==> config.mk <==
export PLATFORM = sky130hd
export DESIGN_NAME = echo_indication_decoder
export DESIGN_NICKNAME = d
export VERILOG_FILES = /design/src/rtl/echo_indication_decoder_pkg.sv /design/src/rtl/echo_indication_decoder_fifo.sv /design/src/rtl/echo_indication_decoder.sv
export SDC_FILE = /design/constraint.sdc
export NUM_CORES = 1
export LEC_CHECK = 0
export ABC_AREA = 1
export CORE_UTILIZATION = 46
export DETAILED_ROUTE_END_ITERATION = 10
export GPL_ROUTABILITY_DRIVEN = 0
export MAX_ROUTING_LAYER = met4
export PLACE_DENSITY = 0.81
export SLEW_MARGIN = 40
export SYNTH_ARGS = -nofsm -noshare
export SYNTH_HDL_FRONTEND = slang
export SYNTH_SLANG_ARGS = --single-unit
==> constraint.sdc <==
create_clock -name CLK -period 7.9 [get_ports CLK]
set_input_delay 1.975 -clock CLK [delete_from_list [all_inputs] [get_ports CLK]]
set_output_delay 1.975 -clock CLK [all_outputs]
set_load 0.05 [all_outputs]
==> src/rtl/echo_indication_decoder_pkg.sv <==
// Shared message layout and tag decode for the EchoIndication pipe-to-method decoder.
package echo_indication_decoder_pkg;

  localparam int unsigned TAG_W     = 16;
  localparam int unsigned PAYLOAD_W = 128;
  localparam int unsigned MSG_W     = TAG_W + PAYLOAD_W;

  localparam logic [TAG_W-1:0] TAG_HEARD  = 16'd0;
  localparam logic [TAG_W-1:0] TAG_HEARD2 = 16'd1;
  localparam logic [TAG_W-1:0] TAG_HEARD3 = 16'd2;

  typedef enum logic [1:0] {
    METH_HEARD,
    METH_HEARD2,
    METH_HEARD3,
    METH_UNKNOWN
  } method_e;

  function automatic method_e decode_tag(input logic [TAG_W-1:0] tag);
    case (tag)
      TAG_HEARD:  return METH_HEARD;
      TAG_HEARD2: return METH_HEARD2;
      TAG_HEARD3: return METH_HEARD3;
      default:    return METH_UNKNOWN;
    endcase
  endfunction

endpackage

==> src/rtl/echo_indication_decoder_fifo.sv <==
// Message buffer: DEPTH entries, power-of-two pointers, registered full/empty flags.
module echo_msg_fifo
  import echo_indication_decoder_pkg::*;
#(
  parameter int unsigned DEPTH = 2,
  parameter int unsigned WIDTH = MSG_W
) (
  input  logic             clk,
  input  logic             rst,
  input  logic             push,
  input  logic [WIDTH-1:0] push_data,
  input  logic             pop,
  output logic [WIDTH-1:0] head_data,
  output logic             full,
  output logic             empty
);

  localparam int unsigned PTR_W = $clog2(DEPTH);
  localparam int unsigned CNT_W = PTR_W + 1;

  logic [WIDTH-1:0] mem [DEPTH];
  logic [PTR_W-1:0] wr_ptr;
  logic [PTR_W-1:0] rd_ptr;
  logic [CNT_W-1:0] count;
  logic [CNT_W-1:0] count_next;
  logic             do_push;
  logic             do_pop;

  assign do_push   = push && !full;
  assign do_pop    = pop && !empty;
  assign head_data = mem[rd_ptr];

  always_comb begin
    count_next = count;
    if (do_push && !do_pop) begin
      count_next = count + CNT_W'(1);
    end else if (!do_push && do_pop) begin
      count_next = count - CNT_W'(1);
    end
  end

  // full resets high so the producer sees no room until the first edge after reset.
  always_ff @(posedge clk or posedge rst) begin
    if (rst) begin
      wr_ptr <= '0;
      rd_ptr <= '0;
      count  <= '0;
      full   <= 1'b1;
      empty  <= 1'b1;
    end else begin
      if (do_push) wr_ptr <= wr_ptr + PTR_W'(1);
      if (do_pop)  rd_ptr <= rd_ptr + PTR_W'(1);
      count <= count_next;
      full  <= (count_next == CNT_W'(DEPTH));
      empty <= (count_next == '0);
    end
  end

  always_ff @(posedge clk) begin
    if (do_push) mem[wr_ptr] <= push_data;
  end

endmodule

==> src/rtl/echo_indication_decoder.sv <==
// Decodes buffered EchoIndication pipe messages into heard/heard2/heard3 method calls.
module echo_indication_decoder
  import echo_indication_decoder_pkg::*;
#(
  parameter int unsigned DEPTH  = 2,
  parameter int unsigned DROP_W = 8
) (
  input  logic              CLK,
  input  logic              RST,
  input  logic              pipe_enq__ENA,
  input  logic [MSG_W-1:0]  pipe_enq_v,
  output logic              pipe_enq__RDY,
  output logic              method_heard__ENA,
  output logic [31:0]       method_heard_v,
  input  logic              method_heard__RDY,
  output logic              method_heard2__ENA,
  output logic [15:0]       method_heard2_a,
  output logic [15:0]       method_heard2_b,
  input  logic              method_heard2__RDY,
  output logic              method_heard3__ENA,
  output logic [15:0]       method_heard3_a,
  output logic [31:0]       method_heard3_b,
  output logic [31:0]       method_heard3_c,
  output logic [15:0]       method_heard3_d,
  input  logic              method_heard3__RDY,
  output logic [DROP_W-1:0] drop_count
);

  logic [MSG_W-1:0]     head;
  logic [TAG_W-1:0]     head_tag;
  logic [PAYLOAD_W-1:0] head_payload;
  logic [31:0]          unused_payload_bits;
  logic                 fifo_full;
  logic                 fifo_empty;
  logic                 head_pop;
  logic                 head_drop;
  method_e              head_method;

  echo_msg_fifo #(
    .DEPTH (DEPTH),
    .WIDTH (MSG_W)
  ) u_fifo (
    .clk       (CLK),
    .rst       (RST),
    .push      (pipe_enq__ENA),
    .push_data (pipe_enq_v),
    .pop       (head_pop),
    .head_data (head),
    .full      (fifo_full),
    .empty     (fifo_empty)
  );

  assign pipe_enq__RDY       = !fifo_full;
  assign head_tag            = head[MSG_W-1:PAYLOAD_W];
  assign head_payload        = head[PAYLOAD_W-1:0];
  assign head_method         = decode_tag(head_tag);
  assign unused_payload_bits = head_payload[31:0];

  assign method_heard_v  = head_payload[127:96];
  assign method_heard2_a = head_payload[127:112];
  assign method_heard2_b = head_payload[111:96];
  assign method_heard3_a = head_payload[127:112];
  assign method_heard3_b = head_payload[111:80];
  assign method_heard3_c = head_payload[79:48];
  assign method_heard3_d = head_payload[47:32];

  // The empty flag is asynchronously set by reset, so every ENA drops at once.
  always_comb begin
    method_heard__ENA  = 1'b0;
    method_heard2__ENA = 1'b0;
    method_heard3__ENA = 1'b0;
    head_pop           = 1'b0;
    head_drop          = 1'b0;
    if (!fifo_empty) begin
      case (head_method)
        METH_HEARD: begin
          method_heard__ENA = method_heard__RDY;
          head_pop          = method_heard__RDY;
        end
        METH_HEARD2: begin
          method_heard2__ENA = method_heard2__RDY;
          head_pop           = method_heard2__RDY;
        end
        METH_HEARD3: begin
          method_heard3__ENA = method_heard3__RDY;
          head_pop           = method_heard3__RDY;
        end
        default: begin
          head_pop  = 1'b1;
          head_drop = 1'b1;
        end
      endcase
    end
  end

  always_ff @(posedge CLK or posedge RST) begin
    if (RST) begin
      drop_count <= '0;
    end else if (head_drop && (drop_count != '1)) begin
      drop_count <= drop_count + DROP_W'(1);
    end
  end

endmodule

==> flow_metrics.tcl, run 1 <==
set metrics [dict create \
    hold_path_depth 1 \
    clk_pin_slew_ns 0.06 \
    synth.net_count 894 \
    holdBufCountCts 0 \
    place_ws_ns 2.239 \
    critPathSlowestCell "clkdlybuf4s50_1" \
    finalSetupViolCount 0 \
    cts_resized 0 \
    drt_pass1_iterations 4 \
    drive_gt1_share_pct 5.717 \
    yosysTopAreaCellShare_pct 71.58 \
    cp-endpoint "method_heard2__ENA" \
    syn-instance-count 743 \
    detail_route.iter0.violations 246 \
    synth_seq_cells 238 \
    portBuffers 289 \
    die_h_um 144.9 \
    min_period_over_period_pct 71.72 \
    worst_ep_arrival_time_ns 3.69 \
    grt_pass1_vias 5907 \
    fin_area_mm2 0.01284 \
    crit_start "u_fifo.rd_ptr" \
    vias_per_cell 4.709 \
    htreeDepth 1 \
    start_kind "flip-flop" \
    drv_cap 0 \
    ant_nets 0 \
    grt_pass1_wl_mm 30.74 \
    routed-via-count 5948 \
    start_util_pct 47.66 \
    core_area_mm2 0.01972 \
    multi_input_area_mm2 0.001679 \
    rr_startpoint "u_fifo.rd_ptr" \
    fin_crit_ns 5.666 \
    hold_path.class "flip-flop to flip-flop" \
    grt_antenna_before_repair 1 \
    slew_headroom_pct 47.91 \
    drv_slew 0 \
    pin_count 322 \
    seqCellArea_mm2 0.007083 \
    synth_warnings 0 \
    final.setup_skew_ns 0.009306 \
    fmax_mhz 176.5 \
    crit_required_ns 5.93 \
    rsz0062_at_grt "false" \
    worstSetupEndpointType "primary output" \
    die_area_mm2 0.02100 \
    cpPeakStageDelay_ns 0.87 \
    synth_area_mm2 0.009397 \
    dpl_cell_area_mm2 0.01212 \
    status "finished, final reports clean" \
    holdWs_ns 0.5230 \
    core.rowCount 51 \
    path_max_fanout 56 \
    overflow 0 \
    syn_area_per_cell_um2 12.65 \
    hold_viol 0 \
    wl_per_cell_um 15.32 \
    drc_errors 0 \
    clockBufferDepth 3 \
    regToRegEndpoint "u_fifo.full" \
    cp_cell_sequence "clkinv_2 > buf_4 > nor2_1 > nand3_1 > nand2_1 > inv_1 > nor2_1 > nand2_1 > nor3_1 > clkdlybuf4s50_1" \
    finalNetCount 1131 \
    reg2reg_slack_ns 4.99 \
    worstMarginPinSlew_ns 0.7813 \
    cts_inserted_buffers 25 \
    die_w_um 144.9 \
    grt_max_degree 64 \
    yosys.area.top_type "edfxtp_1" \
    synth_cell_type_count 25 \
    grt.total_usage_pct 19.08 \
    fin_setup_tns_ns 0 \
    worst_slack_ns 2.234 \
    hpwlAfterDp_mm 12.75 \
    nFillCells 1421 \
    synth_area_leaders "edfxtp_1, nand2_1, buf_4, dfrtp_1, nor2_1" \
    clock_sinks 238 \
    insertion_delay_ns 0.52 \
    cts_tree "done" \
    cts_root_buffer "clkbuf_16" \
    drt_wl_total_mm 19.35 \
    rr_worst_depth 13 \
    syn_to_final_growth_pct 36.70 \
    seq_area_frac_synth_pct 75.34 \
    crit_type "flip-flop to primary output" \
    postCtsSetupBuffers 0 \
]
[Yosys cell counts]
library cell    n
nand2_2         4
buf_4          65
dfstp_2         2
or2_1           1
ha_1            1
xnor2_1         2
nand4_1         1
o21ai_0         2
nand2_1       323
o21bai_4        1
nor2_1         27
xor2_1          7
xor2_2          1
o2111ai_4       1
edfxtp_1      224
clkbuf_1       16
inv_1          20
buf_6           1
nor3_1          5
nand3b_1        1
mux2_2          2
dfrtp_1        12
inv_2           1
buf_1           4
nand3_1        19
[cell type report]
cell class                 count  share of cell area (%)
antenna                        1                 0.01948
clock buffer                  27                   4.929
clock inverter                17                  0.6721
inverter                      21                  0.6234
multi-input combinational    398                   13.07
sequential                   238                   55.14
tap                          265                   2.581
timing repair buffer         296                   22.96
[per-layer routing]
metal	wire, µm	vias to the layer above	global-route usage [%]
li1	-	2890	-
met3	1233	56	4.277
met5	0	-	-
met1	7388	2778	20.85
met4	794	0	8.564
met2	9934	224	33.17
[state kept, by name, summed over array words and instances (netlist names)]
| signal | count |
|---|---|
| drop_count | 8 |
| u_fifo.count | 2 |
| u_fifo.empty | 1 |
| u_fifo.full | 1 |
| u_fifo.mem | 224 |
| u_fifo.rd_ptr | 1 |
| u_fifo.wr_ptr | 1 |
[placed cells by master (no fill, tap or decap), types with 2 or more instances in the layout]
master / instances
dfstp_2: 2
nand2_1: 323
clkbuf_1: 2
mux2_2: 2
clkbuf_16: 25
inv_1: 20
clkinv_1: 7
nand2_2: 4
dfrtp_1: 11
nor2_1: 25
o21ai_0: 2
buf_4: 6
nor3_1: 5
nor2_4: 2
edfxtp_1: 224
clkdlybuf4s50_1: 289
nand3_1: 19
xor2_1: 7
clkinv_2: 8
xnor2_1: 2
[worst min path at each step]
stage,end,from,slack (ns)
3_3_place_gp,drop_count[2],drop_count[2],0.51
4_1_cts,drop_count[2],drop_count[2],0.52
6_report,drop_count[2],drop_count[2],0.52
2_1_floorplan,u_fifo.full,u_fifo.count[1],0.50
5_1_grt,drop_count[2],drop_count[2],0.57
3_5_place_dp,drop_count[2],drop_count[2],0.51
[cell families (layout without fill, tap and decap cells)]
group / after synthesis / in the layout / share of synthesized area, %
other: 0 / 1 / 0
buffers and inverters: 107 / 361 / 6.951
and+or+nand+nor: 381 / 381 / 15.74
DFF: 238 / 238 / 75.34
AOI/OAI and AO/OA: 4 / 4 / 0.5860
muxes: 2 / 2 / 0.2397
adders and majority gates: 1 / 1 / 0.1331
xor gates and xnor gates: 10 / 10 / 1.012
[through the flow]
step	util, %	std cells
2_1_floorplan	-	743
3_3_place_gp	61.46	1218
3_5_place_dp	61.46	1218
4_1_cts	65.11	1262
5_1_grt	65.14	1263
6_report	65.14	1263
[critical path: cells and delay by family (launching register included)]
kind | cells | cell delay (ns)
AND/OR/NAND/NOR | 6 | 0.92
flip-flops | 1 | 0.77
buffers and inverters | 4 | 1.43
Power of run 1 is not shown: default switching activity piles up to over one toggle a cycle in this logic, so the estimate is an artifact.
==> run 2: changes to the inputs <==
Settings changed: CORE_UTILIZATION 46 to 41, PLACE_DENSITY 0.81 to 0.76.
Clock period 7.9 ns to 4.83 ns, I/O delays scaled along.
==> run 2 against run 1 <==
Compared with the run above: the flow now finishes with violations (design-rule violations); worst hold slack about the same; final area grew 2.7%; critical path type unchanged; critical path depth is 5 lower; setup slack got worse by 1.6 ns; routed wire length grew 2.8%; via count up 0.82%; count of clock-buffer cells in the layout is 4 higher; die area up 12%; global-route usage is 1.5 points lower; first-iteration DRC count unchanged; non-clock buffer count rose by 1; sequential share of layout area decreased by 1.4 points.
==> flow_metrics.tcl, run 2 (synthesized netlist as in run 1, its figures left out) <==
set metrics [dict create \
    die_h_um 153.4 \
    pin_count 322 \
    overflow 0 \
    die_area_mm2 0.02353 \
    critPathSlowestCell "dfrtp_4" \
    hold_viol 0 \
    layout_commonest_cell "nand2_1" \
    dpl_cell_area_mm2 0.01221 \
    seqCellArea_mm2 0.007083 \
    core.rowCount 55 \
    start_kind "flip-flop" \
    vias_per_cell 4.645 \
    reg_top3 "u_fifo.mem (224), drop_count (8), u_fifo.count (2)" \
    multi_input_area_mm2 0.001679 \
    portBuffers 289 \
    final.setup_skew_ns 0.01059 \
    worstMarginPinSlew_ns 0.7840 \
    finalSetupViolCount 0 \
    crit_required_ns 3.62 \
    cts_root_buffer "clkbuf_16" \
    status "finished with violations" \
    htreeDepth 1 \
    grt_antenna_before_repair 4 \
    syn_to_final_growth_pct 40.36 \
    violations "design-rule violations" \
    rsz0062_at_grt "false" \
    final_cell_mix "nand2_1, clkdlybuf4s50_1, edfxtp_1" \
    drv_slew 0 \
    crit_top_cell "nand2_1" \
    start_util_pct 41.63 \
    ant_nets 0 \
    path_max_fanout 53 \
    worstSetupEndpointType "primary output" \
    cpPeakStageDelay_ns 0.83 \
    core_area_mm2 0.02257 \
    min_to "drop_count[5]" \
    min_from "drop_count[5]" \
    hpwlAfterDp_mm 12.96 \
    wl_per_cell_um 15.40 \
    postCtsSetupBuffers 0 \
    slew_headroom_pct 47.61 \
    cp_cell_sequence "clkinv_2 > buf_4 > nand2_1 > nand2_1 > clkdlybuf4s50_1" \
    top_register "u_fifo.mem" \
    reg2reg_slack_ns 2.28 \
    clockBufferDepth 3 \
    drc_errors 1 \
    grt_pass1_vias 6324 \
    rr_worst_depth 14 \
    placed_cells 1239 \
    routed-via-count 5997 \
    cts_resized 0 \
    hold_path.class "flip-flop to flip-flop" \
    min_period_over_period_pct 87.06 \
    finalNetCount 1133 \
    drt_wl_total_mm 19.88 \
    clk_pin_slew_ns 0.06 \
    detail_route.iter0.violations 246 \
    grt.total_usage_pct 17.53 \
    final_cells 1291 \
    fmax_mhz 237.8 \
    nFillCells 1757 \
    drive_gt1_share_pct 6.387 \
    die_w_um 153.4 \
    grt_max_degree 113 \
    crit_type "flip-flop to primary output" \
    regToRegEndpoint "u_fifo.empty" \
    worst_ep_arrival_time_ns 3.00 \
    largest_reg_flops 224 \
    cts_tree "done" \
    rr_startpoint "u_fifo.rd_ptr" \
    drt_pass1_iterations 8 \
    drv_cap 0 \
    fin_area_mm2 0.01319 \
    fin_crit_ns 4.205 \
    grt_pass1_wl_mm 31.54 \
    hold_path_depth 1 \
    holdBufCountCts 0 \
    clock_sinks 238 \
    cts_inserted_buffers 26 \
    insertion_delay_ns 0.51 \
]
-- run 2: critical path, delay by kind of cell, from the launching register on --
kind                   cells  cell delay (ns)
AND/OR/NAND/NOR            2             0.20
buffers and inverters      3             1.42
flip-flops                 1             0.83
-- run 2: worst max path at each step --
| stage | start | endpoint | cells past startpoint |
|---|---|---|---|
| finish | u_fifo.rd_ptr | method_heard2_b[1] | 5 |
| global route | u_fifo.rd_ptr | method_heard3_b[17] | 5 |
| CTS | u_fifo.rd_ptr | method_heard2_b[1] | 5 |
| detailed placement | u_fifo.rd_ptr | method_heard2_b[1] | 5 |
| global placement | u_fifo.rd_ptr | method_heard2_b[1] | 5 |
| floorplan | pipe_enq__ENA | u_fifo.mem[0][100] | 2 |
-- run 2: final cells by class --
| cell class | instances | share of cell area (%) |
|---|---|---|
| clock inverters | 17 | 2.135 |
| clock buffers | 31 | 5.237 |
| well taps | 285 | 2.704 |
| diodes | 4 | 0.07589 |
| inverters | 21 | 0.6072 |
| repair buffers | 297 | 22.81 |
| multi-input cells | 398 | 12.73 |
| flip-flops and latches | 238 | 53.70 |
-- run 2: metal layers --
layer / GRT usage, % / share of wire, % / vias up
met4: 8.524 / 4.3 / 0
met5: - / 0 / -
met2: 31.25 / 51 / 233
met3: 3.884 / 7.3 / 55
li1: - / - / 2908
met1: 18.29 / 37 / 2801
-- run 2: stage by stage --
stage / setup slack, ns / util, % / hold WS (ns) / TNS (ns)
floorplan: -1.773 / - / 0.4983 / -397.24
global placement: 1.098 / 54.08 / 0.5106 / 0
detailed placement: 1.081 / 54.08 / 0.5201 / 0
CTS: 0.5196 / 58.39 / 0.5269 / 0
global route: 0.3738 / 58.43 / 0.5488 / 0
finish: 0.6252 / 58.43 / 0.5231 / 0
Power of run 2 is left out for the same reason.
==> run 3: changes to the inputs <==
Settings changed: PLACE_DENSITY 0.76 to 0.8.
==> run 3 against run 2 <==
Compared with the run above: the run now ends clean; final area down 1.8%; routed wire length up 2.2%; worst hold slack improved by 0.030 ns; critical path type unchanged.
==> flow_metrics.tcl, run 3 (synthesized netlist as in run 1, its figures left out) <==
set metrics [dict create \
    dpl_cell_area_mm2 0.01222 \
    die_area_mm2 0.02353 \
    drc_errors 0 \
    start_kind "flip-flop" \
    grt_max_degree 101 \
    drv_cap 0 \
    cts_inserted_buffers 25 \
    syn_to_final_growth_pct 37.80 \
    wl_per_cell_um 15.89 \
    grt.total_usage_pct 17.46 \
    routed-via-count 6009 \
    drt_wl_total_mm 20.33 \
    cpPeakStageDelay_ns 0.73 \
    pin_count 322 \
    ant_nets 0 \
    clock_sinks 238 \
    rr_startpoint "u_fifo.rd_ptr" \
    cts_tree "done" \
    hold_viol 0 \
    crit_start "u_fifo.rd_ptr" \
    drive_gt1_share_pct 5.533 \
    clockBufferDepth 3 \
    die_w_um 153.4 \
    grt_pass1_wl_mm 31.29 \
    rsz0062_at_grt "false" \
    diodes 0 \
    grt_pass1_vias 6097 \
    overflow 0 \
    cpLargestDelayFamily "simple AND/OR/NAND/NOR gates" \
    final.setup_skew_ns 0.006171 \
    final_cell_mix "nand2_1, clkdlybuf4s50_1, edfxtp_1" \
    postCtsSetupBuffers 0 \
    status "finished, final reports clean" \
    insertion_delay_ns 0.50 \
    worst_ep_arrival_time_ns 3.31 \
    fin_crit_ns 4.514 \
    fmax_mhz 221.5 \
    worstMarginPinSlew_ns 0.7036 \
    cts_resized 0 \
    crit_buf_inv 3 \
    hold_path.class "flip-flop to flip-flop" \
    portBuffers 289 \
    path_max_fanout 39 \
    fin_area_mm2 0.01295 \
    min_from "drop_count[2]" \
    top_register "u_fifo.mem" \
    reg_top3 "u_fifo.mem (224), drop_count (8), u_fifo.count (2)" \
    drt_pass1_iterations 6 \
    hpwlAfterDp_mm 13.32 \
    worstSetupEndpointType "primary output" \
    clk_pin_slew_ns 0.06 \
    reg2reg_slack_ns 1.95 \
    grt_antenna_before_repair 0 \
    crit_type "flip-flop to primary output" \
    finalSetupViolCount 0 \
    core.rowCount 55 \
    min_period_over_period_pct 93.46 \
    detail_route.iter0.violations 313 \
    htreeDepth 1 \
    drv_slew 0 \
    start_util_pct 41.63 \
    crit_required_ns 3.62 \
    cp_cell_sequence "clkinv_2 > nor2_1 > nand3_1 > nand2_1 > inv_1 > nor2_1 > nand2_1 > nor3_1 > buf_12" \
    core_area_mm2 0.02257 \
    cts_root_buffer "clkbuf_16" \
    largest_reg_flops 224 \
    layout_commonest_cell "nand2_1" \
    finalNetCount 1130 \
    holdBufCountCts 0 \
    die_h_um 153.4 \
    vias_per_cell 4.698 \
    slew_headroom_pct 52.99 \
    critPathSlowestCell "dfrtp_4" \
]
## run 3: routing by layer
| layer | track usage [%] | vias to the layer above | share of wire [%] |
|---|---|---|---|
| li1 | - | 2886 | - |
| met1 | 19.32 | 2859 | 39 |
| met2 | 31.12 | 215 | 52 |
| met3 | 3.459 | 49 | 6.0 |
| met4 | 6.381 | 0 | 3.2 |
| met5 | - | - | 0 |
## run 3: final cells by class
cell class	count	area [µm²]
flip-flops and latches	238	7083
inverters	21	80.08
multi-input cells	398	1679
clock buffers	36	706.9
fillers	1797	9623
clock inverters	6	25.02
repair buffers	295	3018
well taps	285	356.6
## run 3: worst paths after layout
path / end / cells after the start
max: method_heard2__ENA / 9
min: drop_count[2] / 1
max reg2reg: u_fifo.empty / 13
min reg2reg: drop_count[2] / 1
max in group asynchronous: u_fifo.rd_ptr / 2
min in group asynchronous: drop_count[7] / 2
## run 3: through the flow
stage                     TNS (ns)  setup WS, ns  instances  hold WS, ns  utilization (%)
after global placement           0        0.7972       1237       0.5191            54.12
after detailed placement         0        0.7548       1237       0.5446            54.12
final                            0        0.3158       1279       0.5532            57.37
after floorplan            -397.24        -1.773        743       0.4983                -
after CTS                        0        0.2076       1279       0.5526            57.37
after global routing             0       0.02854       1279       0.5603            57.37
Power of run 3 is left out for the same reason.
